### src/rtl/instruction_fetch.sv
// Single-outstanding instruction fetch: PC owner, memory requester, decode handshake, redirect squash.
// Latency: word valid the cycle after memValid; no prefetch. Backpressure: HOLD keeps the word until instructionAccept.
module instruction_fetch #(
    parameter logic [31:0] RESET_VECTOR = 32'h0000_0000,
    parameter logic [31:0] NOP_WORD     = 32'h0000_0000
) (
    input  logic        clk,
    input  logic        rst,
    output logic [31:0] memAddress,
    output logic        memRequest,
    input  logic        memValid,
    input  logic [31:0] memData,
    output logic [31:0] instructionData,
    output logic        instructionValid,
    input  logic        instructionAccept,
    output logic [31:0] pcOut,
    output logic [31:0] nextPcAddress,
    input  logic        branchTaken,
    input  logic [31:0] branchTarget,
    output logic        addressError
);

    typedef enum logic [1:0] {IDLE, FETCH, HOLD} state_t;

    state_t      state_q, state_d;
    logic [31:0] pc_q, pc_d;
    logic [31:0] addr_q, addr_d;
    logic [31:0] instr_q, instr_d;
    logic [31:0] pcout_q, pcout_d;
    logic        squash_q, squash_d;
    logic        gap_q, gap_d;
    logic        aerr_q, aerr_d;

    logic [31:0] target_al;
    logic        req_done;
    logic        req_wait;

    assign target_al  = {branchTarget[31:2], 2'b00};
    // gap_q forces the one idle request cycle after a discarded response
    assign memRequest = (state_q == FETCH) && !gap_q;
    assign req_done   = memRequest && memValid;
    assign req_wait   = memRequest && !memValid;

    assign memAddress       = addr_q;
    assign instructionValid = (state_q == HOLD);
    assign instructionData  = (state_q == HOLD) ? instr_q : NOP_WORD;
    assign pcOut            = pcout_q;
    assign nextPcAddress    = pcout_q + 32'd4;
    assign addressError     = aerr_q;

    always_comb begin
        state_d  = state_q;
        pc_d     = pc_q;
        instr_d  = instr_q;
        pcout_d  = pcout_q;
        squash_d = squash_q;
        gap_d    = 1'b0;
        aerr_d   = branchTaken && (state_q != IDLE) && (branchTarget[1:0] != 2'b00);

        case (state_q)
            IDLE: begin
                state_d = FETCH;
            end
            FETCH: begin
                if (branchTaken) begin
                    pc_d = target_al;
                    if (req_done) begin
                        squash_d = 1'b0;
                        gap_d    = 1'b1;
                    end else if (req_wait) begin
                        squash_d = 1'b1;
                    end
                end else if (req_done) begin
                    if (squash_q) begin
                        squash_d = 1'b0;
                        gap_d    = 1'b1;
                    end else begin
                        instr_d = memData;
                        pcout_d = pc_q;
                        state_d = HOLD;
                    end
                end
            end
            HOLD: begin
                if (branchTaken) begin
                    pc_d    = target_al;
                    state_d = FETCH;
                end else if (instructionAccept) begin
                    pc_d    = pcout_q + 32'd4;
                    state_d = FETCH;
                end
            end
            default: begin
                state_d = IDLE;
            end
        endcase

        // the address of an outstanding request never moves; otherwise it tracks the next pc
        addr_d = req_wait ? addr_q : pc_d;
    end

    always_ff @(posedge clk or negedge rst) begin
        if (!rst) begin
            state_q  <= IDLE;
            pc_q     <= RESET_VECTOR;
            addr_q   <= RESET_VECTOR;
            instr_q  <= NOP_WORD;
            pcout_q  <= RESET_VECTOR;
            squash_q <= 1'b0;
            gap_q    <= 1'b0;
            aerr_q   <= 1'b0;
        end else begin
            state_q  <= state_d;
            pc_q     <= pc_d;
            addr_q   <= addr_d;
            instr_q  <= instr_d;
            pcout_q  <= pcout_d;
            squash_q <= squash_d;
            gap_q    <= gap_d;
            aerr_q   <= aerr_d;
        end
    end

endmodule

### config.mk
export PLATFORM = sky130hd
export DESIGN_NAME = instruction_fetch
export DESIGN_NICKNAME = d
export VERILOG_FILES = /design/src/rtl/instruction_fetch.sv
export SDC_FILE = /design/constraint.sdc
export NUM_CORES = 1
export LEC_CHECK = 0
export BUFFER_PORTS_ARGS = -buffer_cell sky130_fd_sc_hd__buf_2
export CAP_MARGIN = 20
export CORE_ASPECT_RATIO = 0.8
export CORE_MARGIN = 5
export CORE_UTILIZATION = 45
export DETAILED_ROUTE_END_ITERATION = 6
export GPL_TIMING_DRIVEN = 0
export PLACE_DENSITY = 0.81
export SLEW_MARGIN = 20
export SYNTH_ARGS = -nofsm -noshare
export SYNTH_HDL_FRONTEND = slang
export SYNTH_SLANG_ARGS = --single-unit
### constraint.sdc
create_clock -name clk -period 4.2 [get_ports clk]
set_clock_uncertainty 0.1 [all_clocks]
set_input_delay 0.84 -clock clk [delete_from_list [all_inputs] [get_ports clk]]
set_output_delay 0.84 -clock clk [all_outputs]
set_load 0.005 [all_outputs]
* After elaboration in Yosys (flattened, before gate mapping)
Index checks and enable logic that the tools add are counted.
Cells by class: add/sub/neg operators 1, $mul 0, div/mod/pow operators 0, $lt $le $gt $ge 0, equality and inequality tests 6, shift-type cells 0, mux-type cells 20, bitwise operators 2, reductions and logical operators 15
Operators with widths (count):
- $mux W32 | 4
- $pmux W32 S2 | 1
- $add A32 B3 Y32 const B | 1
- $mux W2 | 5
- $mux W1 | 9
- $reduce_and A4 Y1 | 2
- $reduce_bool A2 Y1 | 4
- $ne A2 B2 Y1 const B | 3
- $pmux W2 S3 | 1
- $logic_and A1 B1 Y1 | 5
- $ne A3 B1 Y1 const B | 1
- $reduce_and A3 Y1 | 1
- $eq A2 B1 Y1 const B | 1
- $eq A2 B2 Y1 const B | 1
- $logic_not A1 Y1 | 2
- $logic_not A2 Y1 | 1
- $not A1 Y1 | 2
Storage, ports and cells: flip-flop bits (word level) 133, bits in latches 0, RAM bits 0, memory bits (read-only) 0, logic and storage cells 52, memories kept 0

* Logic depth before layout (Yosys ltp)
Gate-level depths: netlist of the first run.
depth in word-level cells 6, gate-level depth with buffers 9

* Worst setup path before layout of the first run
Ideal clock, no wire load.
kind register to output, start point register pcout_q[2], in the netlist pcOut[2], end point output nextPcAddress[29], arrival 2077 ps, required time 3260 ps, path slack 1183 ps, cell stages (with the launch flop) 7, cells stage by stage dfrtp_1 > buf_4 > nand4_2 > or4_1 > buf_2 > or4_4 > xnor2_1
Between the ends: cells in the longest elaborated chain, start to end 1
RTL lines:
- start, declared | line 29 | logic [31:0] pcout_q, pcout_d;
- start signal, assigned | line 117 | pcout_q <= pcout_d;
- $add A32 B3 Y32 | line 48 | assign nextPcAddress = pcout_q + 32'd4;
- end, declared | line 17 | output logic [31:0] nextPcAddress,
No other way between the ends.

* Worst setup path after layout of the first run
start point register pcout_q[2], in the netlist pcOut[2], end point output nextPcAddress[31]
Same word-level chain as after synthesis.

==> reports/qor.yml, run 1 <==
status:
  outcome: "finished, final reports clean"
clocking:
  cts_tree: "built"
  numCtsBuffers: 17
  clockRootBuffer: "clkbuf_16"
  h-tree-depth: 4
  clk_transition_reported_paths_ps: 60
  cts.sink_count: 133
  clk_path_buf_depth: 2
  post_cts_buffers: 0
  insertion_delay_ps: 420
timing:
  relSlewSlack_pct: 40.41
  finalSetupTns_ps: 0
  drv_slew: 0
  worst_pin_slew_ps: 887.9
  fmax_ghz: 0.2549
  period_share_pct: 93.39
  period_minus_slack_ps: 3923
  setup_viol: 0
  rsz0062_at_grt: "no"
  layout_setup_ws_ps: 277.4
  hold_violations: 0
pwr:
  power_switching_share_pct: 37.52
  p_leak_nw: 4.343
  total_power_mw: 6.162
  p_switching_mw: 2.312
  p_int_mw: 3.850
  combPwrFrac_pct: 39.0
  p_per_area_nw_per_um2: 692.8
  clockPowerShare_pct: 24.7
  ir_worst_vdd_mv: 0.3832
  pwr-share-seq_pct: 36.3
die:
  pin_count: 200
  initial_core_util_pct: 46.17
  die_y_um: 121.6
  dieArea_um2: 18170
  dieWidth_um: 149.5
  rows: 40
  core_um2: 15160
cells_and_area:
  layout-drive-gt1-share_pct: 35.75
  fin_area_um2: 8894
  area_growth_pct: 27.02
  nNetsFinal: 974
  n_antenna_cell: 0
  fillers: 1347
  final_cells: 1122
route:
  firstDrtPassIters: 5
  wl_per_cell_um: 19.94
  num_vias: 6471
  totalWireLength_um: 22370
  ant_nets: 0
  vias_per_cell: 5.767
  drc: 0
  drt_iter0_drc: 652
global_routing:
  grt_overflow: 0
  grt_pass1_vias: 6431
  grt_use_total_pct: 24.51
  grt_pass1_wl_um: 34570
  grt_start_max_net_pins: 94
  grt_antenna_before_repair: 0
placed_design:
  place_congestion: 0.9342
  portBuffers: 198
  dpl.cell_count: 1090
  dp_worst_setup_slack_ps: 683.2
  dp_hpwl_um: 16560
  placed_area_um2: 8293
logic_synthesis:
  synth_edf_count: 0
  yosys_warnings: 0
  syn_area_um2: 7002
  syn_nets: 755
  synth_seq_cells: 133
  ys.flop_type: "dfrtp_1"
  synthCells: 681
  yosysSeqAreaShare_pct: 47.53
  synth_cell_type_count: 65
  synth-async-reset-ratio_pct: 100.0
  syn_avg_cell_area_um2: 10.28
worst_hold_path:
  hold_class: "input port to asynchronous set/reset pin"
setup_path:
  critPathCaptureType: "output pin"
  cp-start-kind: "flop"
  path_class: "flop to output pin"
  crit_fanout: 9
  crit_arrival_ps: 2980
  worstReg2RegStart: "state_q[0]"
  cp.required_ps: 3260
  startpoint: "pcOut[2]"
job:
  cap_violations: 0
-- final cells by class --
type                    instances  area [um^2]  share of cell area [%]
clock inverters                10        130.1                   1.463
clock buffers                  21        460.4                   5.177
multi-input cells             481         3413                   38.38
repair buffers                200         1033                   11.62
inverters                      19        71.32                  0.8019
well taps                     210        262.8                   2.954
flip-flops and latches        133         3328                   37.42
plain buffers                  48        193.9                   2.181
-- path summary, 6_finish.rpt --
path / end / slack, ps / cells after the start
worst max-delay path: nextPcAddress[31] / 280 / 8
worst min-delay path: memAddress[16] / 200 / 1
worst max register to register: memAddress[29] / 1270 / 8
worst min register to register: memAddress[5] / 390 / 2
max in group asynchronous: memAddress[5] / 3020 / 2
min in group clk: memAddress[5] / 390 / 2
-- critical path: stages (launching register included) --
cell and delay [ps]:
dfrtp_1 380, buf_4 190, nand4_2 320, or4_1 590, buf_2 190, nor4_1 480
xnor2_1 220, inv_1 60, buf_2 130
-- repair_timing --
| item | 4_1_cts | 5_1_grt |
|---|---|---|
| gates resized for setup | 0 | 1 |
| setup endpoints to repair | 0 | 1 |
| endpoints found under the hold margin | 0 | 0 |
| hold buffers | 0 | 0 |
-- cells by family after synthesis --
logic type / share of synthesized area (%)
multiplexers: 13.17
AND/OR/NAND/NOR: 15.89
buffers and inverters: 3.789
flip-flops: 47.53
adder cells (fa/ha/maj): 0.8935
XOR/XNOR: 2.752
AO/OA/AOI/OAI: 15.98
-- per-layer routing --
| metal | vias up | track usage [%] | part of all wire, % |
|---|---|---|---|
| met2 | 368 | 36.81 | 44 |
| met5 | - | 0 | 0 |
| met1 | 3136 | 34.22 | 43 |
| li1 | 2923 | - | - |
| met4 | 0 | 7.376 | 1.7 |
| met3 | 44 | 7.586 | 11 |
-- cells in the mapped netlist (3+ instances only) --
cell type  count  area, um^2
nand3_1       16       80.08
a22oi_1       18       135.1
nand3b_1       3       22.52
a22o_1         6       52.55
nor3_1        11       55.05
o2bb2ai_1      4       35.03
nor2_1        42       157.7
o21ai_0       38       190.2
o32ai_1        5       43.79
o31ai_1        3       22.52
inv_1         17       63.81
ha_1           5       62.56
o21bai_1       4       30.03
xnor2_1       15       131.4
or2_2          7       43.79
nor3b_1        3       22.52
a31oi_1        9       56.30
clkbuf_1      41       153.9
o221ai_1       3       26.28
nand2b_1       9       56.30
and2_1        35       219.0
mux2i_1        4       40.04
a21o_1         6       45.04
buf_4          3       22.52
or4_1          4       30.03
or3_1          3       18.77
xor2_1         7       61.31
o31a_1         6       52.55
mux2_2        77       867.1
o211ai_1       5       37.54
nor4_1        12       75.07
nand2_1       44       165.2
o22a_1         3       26.28
nand4_1        7       43.79
a221oi_1       7       61.31
a21oi_1       23       115.1
dfrtp_1      133        3328
nor2b_1        5       31.28
-- power by group through the flow --
stage / Sequential, mW / Combinational (mW) / Clock, mW
after floorplan: 2.15 / 1.46 / 0
after global placement: 2.20 / 2.32 / 0
after detailed placement: 2.24 / 2.37 / 0
after CTS: 2.22 / 2.39 / 1.54
after global routing: 2.30 / 2.63 / 1.59
final: 2.24 / 2.41 / 1.52
-- placed cells by master, fill, tap and decap left out, types with 18 or more instances in the layout --
cell / count
a21oi_1: 23
buf_2: 200
and2_1: 35
nand2_1: 44
mux2_2: 77
a22oi_1: 18
o21ai_0: 38
dfrtp_1: 133
clkbuf_1: 43
nor2_1: 42
-- stage by stage --
stage | hold slack, ps | util [%]
CTS | 204.8 | 58.58
floorplan | 371.3 | -
global route | 213.9 | 58.65
global placement | 371.2 | 54.44
finish | 201.7 | 58.65
detailed placement | 383.0 | 54.69
-- registers in the layout, summed over array words and instances (netlist names) --
register / flops
state_q: 2
addressError: 1
memAddress: 32
pcOut: 32
gap_q: 1
squash_q: 1
instr_q: 32
pc_q: 32
(Power assumes the default switching activity.)
==> inputs of run 2 (changes only) <==
--- a/config.mk
+++ b/config.mk
@@ -13,6 +13,7 @@
 export DETAILED_ROUTE_END_ITERATION = 6
 export GPL_TIMING_DRIVEN = 0
 export PLACE_DENSITY = 0.81
+export RECOVER_POWER = 50
 export SLEW_MARGIN = 20
 export SYNTH_ARGS = -nofsm -noshare
 export SYNTH_HDL_FRONTEND = slang
==> constraint.sdc (replaced) <==
create_clock -name clk -period 3.78 [get_ports clk]
set_clock_uncertainty 0.1 [all_clocks]
set_input_delay 0.756 -clock clk [delete_from_list [all_inputs] [get_ports clk]]
set_output_delay 0.756 -clock clk [all_outputs]
set_load 0.005 [all_outputs]
==> run 2 against run 1 <==
  * The run now ends with DRC, capacitance limit, slew limit left
  * Setup slack got worse by 160 ps
  * Sequential share of layout area about the same
  * Sequential cell count did not move
  * Sequential power is 12% higher
  * Power rose by 11%
  * Final area barely moved
  * First-iteration DRC count is 7.2% lower
  * Final cell count rose by 0.18%
  * Critical endpoint is now instructionData[25]
  * Largest power group unchanged
==> reports/qor.yml, run 2 (synthesized netlist as in run 1, its figures left out) <==
status:
  outcome: "complete, but fails checks"
  violations: "DRC, capacitance limit, slew limit"
worst_hold_path:
  min-delay-start: "memAddress[5]"
  holdPathEnd: "memAddress[5]"
  whs_path_depth: 2
  hold_class: "flop to flop"
cells_and_area:
  fin_area_um2: 8901  # about the same
  final_common_cell: "buf_2"
  fillers: 1364  # +1.3%
  utilization_pct: 58.70  # about the same
  layout-drive-gt1-share_pct: 33.15  # -2.6 points
  nNetsFinal: 976  # +0.21%
  n_antenna_cell: 0  # unchanged
  layout_common_cells: "167 x buf_2, 130 x dfrtp_1, 77 x mux2_2"
  area_growth_pct: 27.13  # about the same
global_routing:
  grt_antenna_before_repair: 0  # unchanged
  grt_pass1_vias: 6427  # -0.062%
  grt_use_total_pct: 24.51  # unchanged
  grt_start_max_net_pins: 94  # unchanged
  grt_overflow: 0  # unchanged
  grt_pass1_wl_um: 34570  # unchanged
placed_design:
  portBuffers: 198  # unchanged
  placed_area_um2: 8293  # unchanged
  place_congestion: 0.9342  # unchanged
  dp_hpwl_um: 16560  # unchanged
pwr:
  p_per_area_nw_per_um2: 768.1  # +11%
  ir_worst_vdd_mv: 0.4279  # +12%
  total_power_mw: 6.837  # +11%
  p_leak_nw: 4.233  # -2.5%
setup_path:
  worstReg2RegStart: "state_q[0]"
  critPathSlowestCell: "clkbuf_1"
  path_buf_inv: 5  # +1
  crit_arrival_ps: 2810  # -170 ps
  r2r-end: "memAddress[29]"
  cp.required_ps: 2920  # -340 ps
  crit_fanout: 10  # +1
  cp-start-kind: "flop"
  ff2ff_path_depth: 8  # unchanged
  cpMostUsedCell: "clkbuf_1"
  slowest_delay_ps: 440  # -150 ps
  cp_top_family: "buffers and inverters"
  critPathCaptureType: "output pin"
  path_class: "flop to output pin"
  reg2reg_slack_ps: 790  # -480 ps
  crit_chain: "inv_1 > ha_1 > clkbuf_1 > clkbuf_2 > clkbuf_1 > and2_1 > buf_2"
route:
  drt_iter0_drc: 605  # -7.2%
  drc: 1  # +1
  ant_nets: 0  # unchanged
  num_vias: 6499  # +0.43%
  totalWireLength_um: 22390  # about the same
  wl_per_cell_um: 19.92  # about the same
  firstDrtPassIters: 7  # +2
  vias_per_cell: 5.782  # +0.25%
clocking:
  clk_path_buf_depth: 2  # unchanged
  numCtsBuffers: 17  # unchanged
  clk_transition_reported_paths_ps: 60  # about the same
  clockRootBuffer: "clkbuf_16"
  cts.sink_count: 133  # unchanged
  cts_tree: "built"
  insertion_delay_ps: 420  # about the same
  cts_hold_buf: 0  # unchanged
  h-tree-depth: 4  # unchanged
timing:
  drv_slew: 41  # +41
  hold_violations: 0  # unchanged
  period_minus_slack_ps: 3668
  fmax_ghz: 0.2727
  finalSetupTns_ps: 0  # unchanged
  relSlewSlack_pct: -60.32  # -100 points
  period_share_pct: 97.02
  setup_viol: 0  # unchanged
  rsz0062_at_grt: "no"
  whs_ps: 392.9  # +191.2 ps
  worst_pin_slew_ps: 2405  # +1517 ps
die:
  core_um2: 15160  # unchanged
  dieArea_um2: 18170  # unchanged
  rows: 40  # unchanged
  dieWidth_um: 149.5  # unchanged
  die_y_um: 121.6  # unchanged
  pin_count: 200  # unchanged
  initial_core_util_pct: 46.17  # unchanged
job:
  cap_violations: 1  # +1
[run 2: worst register-to-register path, stage by stage, from the launching register on]
cell	delay (ps)
dfrtp_1	390
inv_1	90
ha_1	340
clkbuf_1	350
nand2_1	380
nor2_1	340
clkbuf_1	470
a22oi_1	220
a31oi_2	230
[run 2: routing by layer]
| metal | vias to the layer above | GRT usage (%) | part of all wire [%] | wire length [um] |
|---|---|---|---|---|
| met5 | - | 0 | 0 | 0 |
| met4 | 0 | 7.376 | 2.1 | 465 |
| met3 | 49 | 7.586 | 11 | 2456 |
| met2 | 382 | 36.81 | 45 | 9990 |
| met1 | 3135 | 34.22 | 42 | 9480 |
| li1 | 2933 | - | - | - |
[run 2: worst max-delay path by stage]
stage / endpoint / from / slack (ps) / cells past startpoint
global route: instructionData[25] / state_q[0] / 3 / 7
global placement: instr_q[12] / rst / -20 / 1
floorplan: nextPcAddress[29] / pcOut[2] / 850 / 6
finish: instructionData[25] / state_q[0] / 110 / 7
detailed placement: nextPcAddress[30] / pcOut[3] / 350 / 8
CTS: instructionData[23] / state_q[0] / 10 / 7
[run 2: area by class of cell]
class | count | area (um^2) | share of cell area [%]
sequential | 133 | 3332 | 37.43
multi-input combinational | 481 | 3452 | 38.78
tap | 210 | 262.8 | 2.952
inverter | 19 | 71.32 | 0.8012
clock buffer | 21 | 460.4 | 5.173
timing repair buffer | 202 | 996.0 | 11.19
clock inverter | 10 | 130.1 | 1.462
buffer | 48 | 196.4 | 2.207
[run 2: through the flow]
stage                     std cells  setup WS (ps)
after floorplan                 681          847.4
after global placement         1089         -17.80
after detailed placement       1090          347.2
after CTS                      1121          10.27
after global routing           1124          2.918
final                          1124          112.5
[run 2: power by group]
group	total [mW]	internal (mW)	switching (mW)
logic	2.65	1.18	1.48
registers	2.50	2.01	0.485
clock network	1.68	1.06	0.622
total	6.84	4.26	2.58
[run 2: repair_timing]
action,in CTS,in global routing
setup buffers,0,2
endpoints found under the setup margin,6,36
resized for setup,4,10
